**src/rtl/transfer_control_pkg.sv**
```systemverilog
// Shared lengths/encodings header for transfer_control: data width,
// transfer mode encodings and FSM state encodings.
package transfer_control_pkg;

  localparam int DATA_LENGTH = 8;

  // cr[1:0] transfer modes
  localparam logic [1:0] MODE_WC_DOWN  = 2'd0;
  localparam logic [1:0] MODE_WC_REF   = 2'd1;
  localparam logic [1:0] MODE_WC_CARRY = 2'd2;
  localparam logic [1:0] MODE_ADDR_REF = 2'd3;

  typedef enum logic [1:0] {
    ST_IDLE = 2'd0,
    ST_RUN  = 2'd1,
    ST_DONE = 2'd2
  } state_e;

endpackage

```
**src/rtl/transfer_control.sv**
```systemverilog
// Transfer sequencer driving external word/address counters until a
// mode-selected done condition. Optional irq via TRANSFER_CONTROL_IRQ_EN.
module transfer_control #(
  parameter int DATA_LENGTH = transfer_control_pkg::DATA_LENGTH
) (
  input  logic                   clk,
  input  logic                   res,
  input  logic                   cr_wr,
  input  logic                   ref_wr,
  input  logic [DATA_LENGTH-1:0] di,
  input  logic                   start,
  input  logic                   xfer,
  input  logic [DATA_LENGTH-1:0] w_val,
  input  logic [DATA_LENGTH-1:0] a_val,
  input  logic                   w_con,
  input  logic                   a_con,
  output logic                   w_en,
  output logic                   w_inc,
  output logic                   w_dec,
  output logic                   w_cin,
  output logic                   a_en,
  output logic                   a_inc,
  output logic                   a_dec,
  output logic                   a_cin,
  output logic                   busy,
  output logic                   done,
  output logic [1:0]             dbg_state
`ifdef TRANSFER_CONTROL_IRQ_EN
  ,
  input  logic                   irq_ack,
  output logic                   irq
`endif
);

  import transfer_control_pkg::*;

  // Handshake: xfer is a one-cycle strobe meaning one word moved this cycle;
  // it is honoured only in RUN and is answered combinationally by en/cin.

  state_e                 state_q, state_d;
  logic [2:0]             cr_q;
  logic [DATA_LENGTH-1:0] ref_q;
  logic [1:0]             mode;
  logic                   addr_down;
  logic                   done_hit;
  logic                   issue;
  logic                   cfg_open;

  // The carry-out of the address counter is not used by any mode.
  logic unused_a_con;
  assign unused_a_con = a_con;

  assign mode      = cr_q[1:0];
  assign addr_down = cr_q[2];
  assign cfg_open  = (state_q != ST_RUN);
  assign dbg_state = state_q;

  always_ff @(posedge clk) begin
    if (res) begin
      state_q <= ST_IDLE;
      cr_q    <= '0;
      ref_q   <= '0;
    end else begin
      state_q <= state_d;
      if (cfg_open && cr_wr) cr_q <= di[2:0];
      if (cfg_open && ref_wr) ref_q <= di;
    end
  end

  // Modes 1-3 look at counter values already updated by an earlier xfer.
  always_comb begin
    done_hit = 1'b0;
    case (mode)
      MODE_WC_DOWN:  done_hit = xfer && (w_val == {{(DATA_LENGTH-1){1'b0}}, 1'b1});
      MODE_WC_REF:   done_hit = (w_val == ref_q);
      MODE_WC_CARRY: done_hit = !w_con;
      MODE_ADDR_REF: done_hit = (a_val == ref_q);
      default:       done_hit = 1'b0;
    endcase
  end

  always_comb begin
    state_d = state_q;
    case (state_q)
      ST_IDLE: if (start) state_d = ST_RUN;
      ST_RUN:  if (done_hit) state_d = ST_DONE;
      ST_DONE: if (start) state_d = ST_RUN;
      default: state_d = ST_IDLE;
    endcase
  end

  // A reset in the same cycle suppresses the counter command.
  assign issue = (state_q == ST_RUN) && xfer && !res;

  always_comb begin
    w_en  = 1'b0;
    w_inc = 1'b0;
    w_dec = 1'b0;
    w_cin = 1'b1;
    a_en  = 1'b0;
    a_inc = 1'b0;
    a_dec = 1'b0;
    a_cin = 1'b1;
    if (issue) begin
      w_en  = 1'b1;
      w_cin = 1'b0;
      w_dec = (mode == MODE_WC_DOWN);
      w_inc = (mode != MODE_WC_DOWN);
      a_en  = 1'b1;
      a_cin = 1'b0;
      a_dec = addr_down;
      a_inc = !addr_down;
    end
  end

  assign busy = (state_q == ST_RUN);
  assign done = (state_q == ST_DONE);

`ifdef TRANSFER_CONTROL_IRQ_EN
  // Acknowledge wins over a simultaneous RUN->DONE set.
  always_ff @(posedge clk) begin
    if (res) begin
      irq <= 1'b0;
    end else if (irq_ack) begin
      irq <= 1'b0;
    end else if (state_q == ST_RUN && state_d == ST_DONE) begin
      irq <= 1'b1;
    end
  end
`endif

endmodule

```
**config.mk**
```make
export PLATFORM = sky130hd
export DESIGN_NAME = transfer_control
export DESIGN_NICKNAME = d
export VERILOG_FILES = /design/src/rtl/transfer_control_pkg.sv /design/src/rtl/transfer_control.sv
export SDC_FILE = /design/constraint.sdc
export NUM_CORES = 1
export LEC_CHECK = 0
export BUFFER_PORTS_ARGS = -buffer_cell sky130_fd_sc_hd__buf_2
export CAP_MARGIN = 20
export CORE_UTILIZATION = 44
export DETAILED_ROUTE_END_ITERATION = 16
export HOLD_SLACK_MARGIN = 0.08
export MAX_ROUTING_LAYER = met4
export PLACE_DENSITY = 0.74
export SYNTH_ARGS = -nofsm -noshare
export SYNTH_HDL_FRONTEND = slang
export SYNTH_SLANG_ARGS = --single-unit
```
**constraint.sdc**
```tcl
create_clock -name clk -period 2.15 [get_ports clk]
set_input_delay 0.215 -clock clk [delete_from_list [all_inputs] [get_ports clk]]
set_output_delay 0.215 -clock clk [all_outputs]
set_load 0.005 [all_outputs]
```
==> run_results.csv, run 1 <==
group,metric,value,unit
run_status,status,"complete, no violations",
critical_path,end_kind,"flop",
synthesis,yosysSeqAreaShare,30.23,%
cts,cts_hold_buf,0,
synthesis,ys_seq_elements,13,
critical_path,cp_data_arrival_time,1910,ps
cts,post_cts_buffers,0,
critical_path,crit_path_max_fanout,10,
detailed_routing,via_count,990,
timing,tns,0,ps
finish,ff_latch_area,260.3,um2
detailed_routing,wl_per_cell,12.52,um
synthesis,syn-cell-area,860.8,um2
flow_run,maxCapViolations,0,
floorplan,start_util,48.28,%
floorplan,rows,15,
synthesis,syn_area_per_cell,6.999,um2
power,power_leakage,0.5284,nW
synthesis,yosysUniqueCellTypes,34,
detailed_routing,drtIter0Drc,35,
detailed_routing,drt_wl_total,2341,um
synthesis,synth_nets,155,
critical_path,crit_slowest_cell,"dfxtp_1",
grt,grt_pass1_vias,883,
floorplan,fp.coreArea,1783,um2
timing,period_share,81.88,%
grt,grt_use_total,24.92,%
floorplan,die_x,46.23,um
placement,place_inst,183,
placement,hpwl,1901,um
timing,slew_headroom,76.32,%
critical_path,slowest_delay,530,ps
floorplan,dieArea,2137,um2
placement,io_buffers,42,
placement,gp_congestion,0.8847,
grt,antenna_found_initial,0,
worst_hold_path,hold_class,"in2reg",
finish,antenna_cells,0,
timing,fmax,568.1,MHz
timing,fin_hold_ws,189.3,ps
critical_path,start_kind,"flop",
synthesis,syn_inst,123,
critical_path,cp_common_cell,"nor3_1",
cts,cts_tree,"done",
cts,clkSlewWorstSetupHoldPaths,70,ps
synthesis,yosysWarnings,0,
finish,multi_input_area,518.0,um2
detailed_routing,ant_nets,0,
finish,final_core_utilization,61.19,%
finish,fin_nets,195,
timing,skew,0.3577,ps
grt,grt_first_pass_wirelength,3594,um
timing,hold_viol_final,0,
detailed_routing,drtPass1Iterations,4,
power,ir_drop,0.4620,mV
finish,syn_to_final_growth,26.74,%
floorplan,dieHeight,46.23,um
critical_path,path_class,"reg2reg",
timing,layout_min_cycle_time,1760,ps
finish,fill_cells,178,
timing,final-setup-viol-count,0,
detailed_routing,routed_via_density,5.294,
critical_path,worstPathRequired,2300,ps
cts,cts_resized,0,
detailed_routing,post-route-drc-count,0,
cts,clock-sinks,13,
cts,cts-root-buf,"clkbuf_4",
finish,final_cell_mix,"42 x buf_2, 20 x nand2_1, 13 x a21oi_1, 13 x dfxtp_1, 11 x nand3_1",
floorplan,io-pin-count,44,
cts,numCtsBuffers,3,
timing,rsz0062_at_grt,"false",
cts,cts_max_path_buffers,2,
power,p_total,665.3,uW
power,powerDensity,609.7,nW/um2
finish,final_cells,187,
finish,drive_gt1_share,30.86,%
timing,tightest_slew,354.8,ps
critical_path,path_cells,"nand2_1 > nor3_1 > o22ai_1 > nor3_1 > o21bai_1",
cts,insertion_delay,270,ps
finish,layout_commonest_cell,"buf_2",
grt,grt_max_degree,15,
timing,drv_slew,0,
cts,clock_tree.htree_level_count,1,
grt,grt_overflow_total,0,
[cells in the mapped netlist (all sizes together)]
library cell / instances / area [um2]
nand4: 1 / 6.260
a222oi: 1 / 10.01
nor3: 4 / 20.02
o22ai: 3 / 18.77
a21oi: 13 / 65.06
mux2i: 3 / 30.03
or3: 1 / 6.260
o21bai: 1 / 7.510
o221ai: 1 / 8.760
nor2b: 1 / 6.260
or4: 2 / 15.01
nand4b: 1 / 8.760
a32oi: 1 / 8.760
nand2: 20 / 75.07
clkbuf: 4 / 15.01
inv: 10 / 37.54
a21bo: 1 / 10.01
xor2: 3 / 26.28
nand3: 11 / 55.05
o21ai: 3 / 15.01
nor2: 9 / 33.78
dfxtp: 13 / 260.3
o211ai: 1 / 7.510
a221oi: 1 / 8.760
nand2b: 1 / 6.260
o31ai: 2 / 20.02
nand3b: 1 / 7.510
or2: 2 / 12.51
and3: 1 / 6.260
and2: 2 / 13.77
buf: 4 / 30.03
o2111ai: 1 / 8.760
[report_power, final]
part           total [mW]  internal [mW]  switching, mW
logic               0.216         0.0972          0.119
registers           0.303          0.268         0.0353
clock network       0.146         0.0719         0.0739
[metrics by stage]
stage | area (um2) | setup slack [ps]
2_1_floorplan | 860.8 | 510.2
3_5_place_dp | 1065 | 302.0
6_report | 1091 | 389.6
3_3_place_gp | 1065 | 329.2
4_1_cts | 1091 | 397.7
5_1_grt | 1091 | 265.7
[final timing paths]
kind	from	slack, ps	cells past startpoint	endpoint
worst max-delay path	cr_q[0]	390	5	dbg_state[0]
worst min-delay path	di[3]	190	3	ref_q[3]
worst max register to register	cr_q[0]	390	5	dbg_state[0]
worst min register to register	cr_q[2]	490	2	cr_q[2]
[flip-flops by register name, indices dropped and copies added (netlist names)]
name,flops
ref_q,8
cr_q,3
dbg_state,2
[critical path: cells and delay by family, from the launching register on]
kind / cells / cell delay [ps]
AO/OA/AOI/OAI: 2 / 250
flip-flops: 1 / 530
AND/OR/NAND/NOR: 3 / 860
[cell families after synthesis]
| family | share of synthesized area (%) |
|---|---|
| buffers and inverters | 9.593 |
| XOR/XNOR | 3.053 |
| AO/OA/AOI/OAI | 21.95 |
| AND/OR/NAND/NOR | 31.69 |
| flip-flops | 30.23 |
| multiplexers | 3.489 |
[per-layer routing]
layer	up-vias	share of wire [%]	GRT usage [%]	wire, um
li1	513	-	-	-
met1	437	46	29.52	1066
met2	35	48	40.56	1126
met3	5	4.8	3.922	112
met4	0	1.5	12.35	36
met5	-	0	-	0
[cell type report]
type	instances	share of cell area, %
well taps	25	2.867
multi-input cells	92	47.48
inverters	10	3.440
flip-flops and latches	13	23.85
repair buffers	43	19.95
clock buffers	4	2.408
No activity file was read; power rests on OpenSTA's default activity.
==> run 2: changes to the inputs <==
ABC_AREA = 1   (was not set)
CORE_UTILIZATION = 41   (was 44)
PLACE_DENSITY = 0.71   (was 0.74)
clock period = 1.6 ns   (was 2.15 ns; I/O delays follow)
==> run 2 against run 1 <==
  * Synthesized area is 7.1% higher
  * Synthesized cell count is 18% higher
  * Sequential power is 24% higher
  * Wire length is 9.1% higher
  * Flip-flop and latch count stayed put
  * Utilization is 0.96 points lower
  * Clock power is 40% higher
  * Hold slack worse by 61 ps
  * Global-route usage is 0.62 points lower
  * Final area is 13% higher
  * Critical path type is now reg2out
  * Largest power group unchanged
==> run_results.csv, run 2 <==
group,metric,value,unit
run_status,status,"complete, no violations",
placement,gp_congestion,0.8640,
floorplan,io-pin-count,44,
synthesis,ys_seq_elements,13,
timing,setup_slack,54.09,ps
critical_path,end_kind,"output port",
synthesis,yosys.area.top_type_share,28.22,%
cts,numCtsBuffers,3,
grt,grt_pass1_vias,1035,
floorplan,start_util,45.16,%
power,power_leakage,0.6495,nW
grt,grt_first_pass_wirelength,4402,um
finish,regMostFlops,"ref_q",
grt,grt_max_degree,16,
cts,insertion_delay,280,ps
critical_path,cp.buffers_inverters,5,
critical_path,r2r_start,"cr_q[0]",
placement,hpwl,1911,um
detailed_routing,via_count,1080,
timing,layout_min_cycle_time,1546,ps
worst_hold_path,min-delay-start,"di[5]",
synthesis,ys_dominant_reg_cell,"dfxtp_1",
floorplan,dieArea,2443,um2
detailed_routing,post-route-drc-count,0,
critical_path,worstPathRequired,1440,ps
synthesis,synth_area_leader_cell,"dfxtp_1",
placement,place_inst,211,
cts,cts_tree,"done",
synthesis,syn_area_per_cell,6.360,um2
grt,antenna_found_initial,0,
floorplan,fp.coreArea,2042,um2
timing,skew,5.659,ps
finish,largest_reg_flops,8,
timing,drv_slew,0,
synthesis,yosysSeqAreaShare,28.22,%
synthesis,syn_inst,145,
grt,grt_use_total,24.30,%
critical_path,slowest_delay,340,ps
detailed_routing,drt_wl_total,2553,um
critical_path,cp_data_arrival_time,1390,ps
grt,grt_overflow_total,0,
placement,io_buffers,42,
timing,final-setup-viol-count,0,
timing,hold_viol_final,0,
critical_path,cp_common_cell,"inv_2",
critical_path,crit_family,"buffers and inverters",
worst_hold_path,hold_class,"in2reg",
critical_path,crit_path_max_fanout,5,
finish,fin_nets,225,
synthesis,async_reset_ff_share,0,%
finish,fin_area,1230,um2
timing,fmax,646.9,MHz
finish,syn_to_final_growth,33.38,%
detailed_routing,drtPass1Iterations,4,
finish,drive_gt1_share,37.50,%
finish,antenna_cells,0,
cts,clock_tree.htree_level_count,1,
critical_path,path_class,"reg2out",
critical_path,crit_slowest_cell,"dfxtp_2",
critical_path,path_cells,"inv_1 > nor2_4 > inv_2 > nor3_4 > inv_2 > buf_4 > buf_2",
flow_run,maxCapViolations,0,
synthesis,yosysWarnings,0,
synthesis,synth_area_leaders,"dfxtp_1 28%, nand2_1 15%, inv_1 9.0%, nand3_1 8.7%, nor2_1 7.3%",
timing,tightest_slew,342.0,ps
placement,dp_slack,60.24,ps
critical_path,start_kind,"flop",
timing,slew_headroom,76.96,%
cts,cts-root-buf,"clkbuf_4",
detailed_routing,routed_via_density,4.932,
finish,fill_cells,209,
synthesis,synthTopCellsByCount,"38 x nand2_1, 22 x inv_1, 18 x nor2_1",
detailed_routing,drtIter0Drc,19,
floorplan,dieHeight,49.43,um
timing,rsz0062_at_grt,"true",
synthesis,syn-cell-area,922.1,um2
finish,final_cell_mix,"42 x buf_2, 38 x nand2_1, 20 x inv_1, 17 x nor2_1, 15 x nand3_1",
placement,place_area,1129,um2
timing,fin_hold_ws,128.3,ps
critical_path,startpoint,"dbg_state[0]",
timing,period_share,96.62,%
power,ir_drop,0.6534,mV
finish,layout_commonest_cell,"buf_2",
detailed_routing,wl_per_cell,11.66,um
finish,final_core_utilization,60.23,%
floorplan,rows,16,
timing,tns,0,ps
detailed_routing,ant_nets,0,
synthesis,yosysUniqueCellTypes,24,
synthesis,synth-edff-count,0,
cts,clock-sinks,13,
cts,cts_max_path_buffers,2,
cts,clkSlewWorstSetupHoldPaths,70,ps
power,p_total,827.7,uW
finish,final_cells,219,
synthesis,synth_most_common_cell,"nand2_1",
power,powerDensity,673.0,nW/um2
synthesis,synth_nets,177,
floorplan,die_x,49.43,um
[run 2: changes by cell type in the layout (fill, tap and decap cells not counted), sizes merged, moves of 3 or more]
cell / change
xor2: -3
nand2: +24
nor2: +10
o22ai: -3
mux2i: -3
inv: +12
a21oi: -7
buf: +7
nand3: +6
a211oi: +8
[run 2: power by group]
| group | internal [mW] | switching [mW] |
|---|---|---|
| Sequential | 0.350 | 0.0250 |
| Clock | 0.0967 | 0.107 |
| Combinational | 0.111 | 0.138 |
| Total | 0.558 | 0.270 |
[run 2: per-layer routing]
layer	vias to the layer above	part of all wire (%)	GRT usage [%]
li1	554	-	-
met1	486	39	25.52
met2	36	55	44.06
met3	4	5.4	6.231
met4	0	1.3	7.619
met5	-	0	-
[run 2: worst register-to-register path: stages, from the launching register on]
cell and delay (ps):
dfxtp_4 420, buf_6 140, nand3_1 100, nand3_1 90, nand2_1 60, inv_1 50
nand2_1 40, nor2_1 110, nand3_1 110, nand2_2 90, nand2_1 50, nand2_1 60
a21oi_1 50
[run 2: cell families after synthesis]
family	count (synthesis)	share of synthesized area, %
DFF	13	28.22
and+or+nand+nor	85	42.20
buffers and inverters	29	16.28
AOI/OAI and AO/OA	18	13.30
[run 2: area by class of cell]
cell class,count,area (um2),area share [%]
Multi-Input combinational cell,103,544.3,44.25
Sequential cell,13,269.0,21.87
Timing Repair Buffer,50,274.0,22.28
Tap cell,27,33.78,2.747
Inverter,22,82.58,6.714
Clock buffer,4,26.28,2.136
[run 2: worst paths after layout]
check,to,cells past startpoint,slack (ps)
max,a_cin,7,50
max reg2reg,dbg_state[0],12,120
min,ref_q[5],3,130
min reg2reg,ref_q[6],2,480
[run 2: repair_timing]
item / 4_1_cts / 5_1_grt
pin swaps: 2 / 1
cloned: 0 / 0
hold buffers: 0 / 0
gates resized for setup: 5 / 9
buffers inserted: 2 / 2
endpoints found under the setup margin: 6 / 8
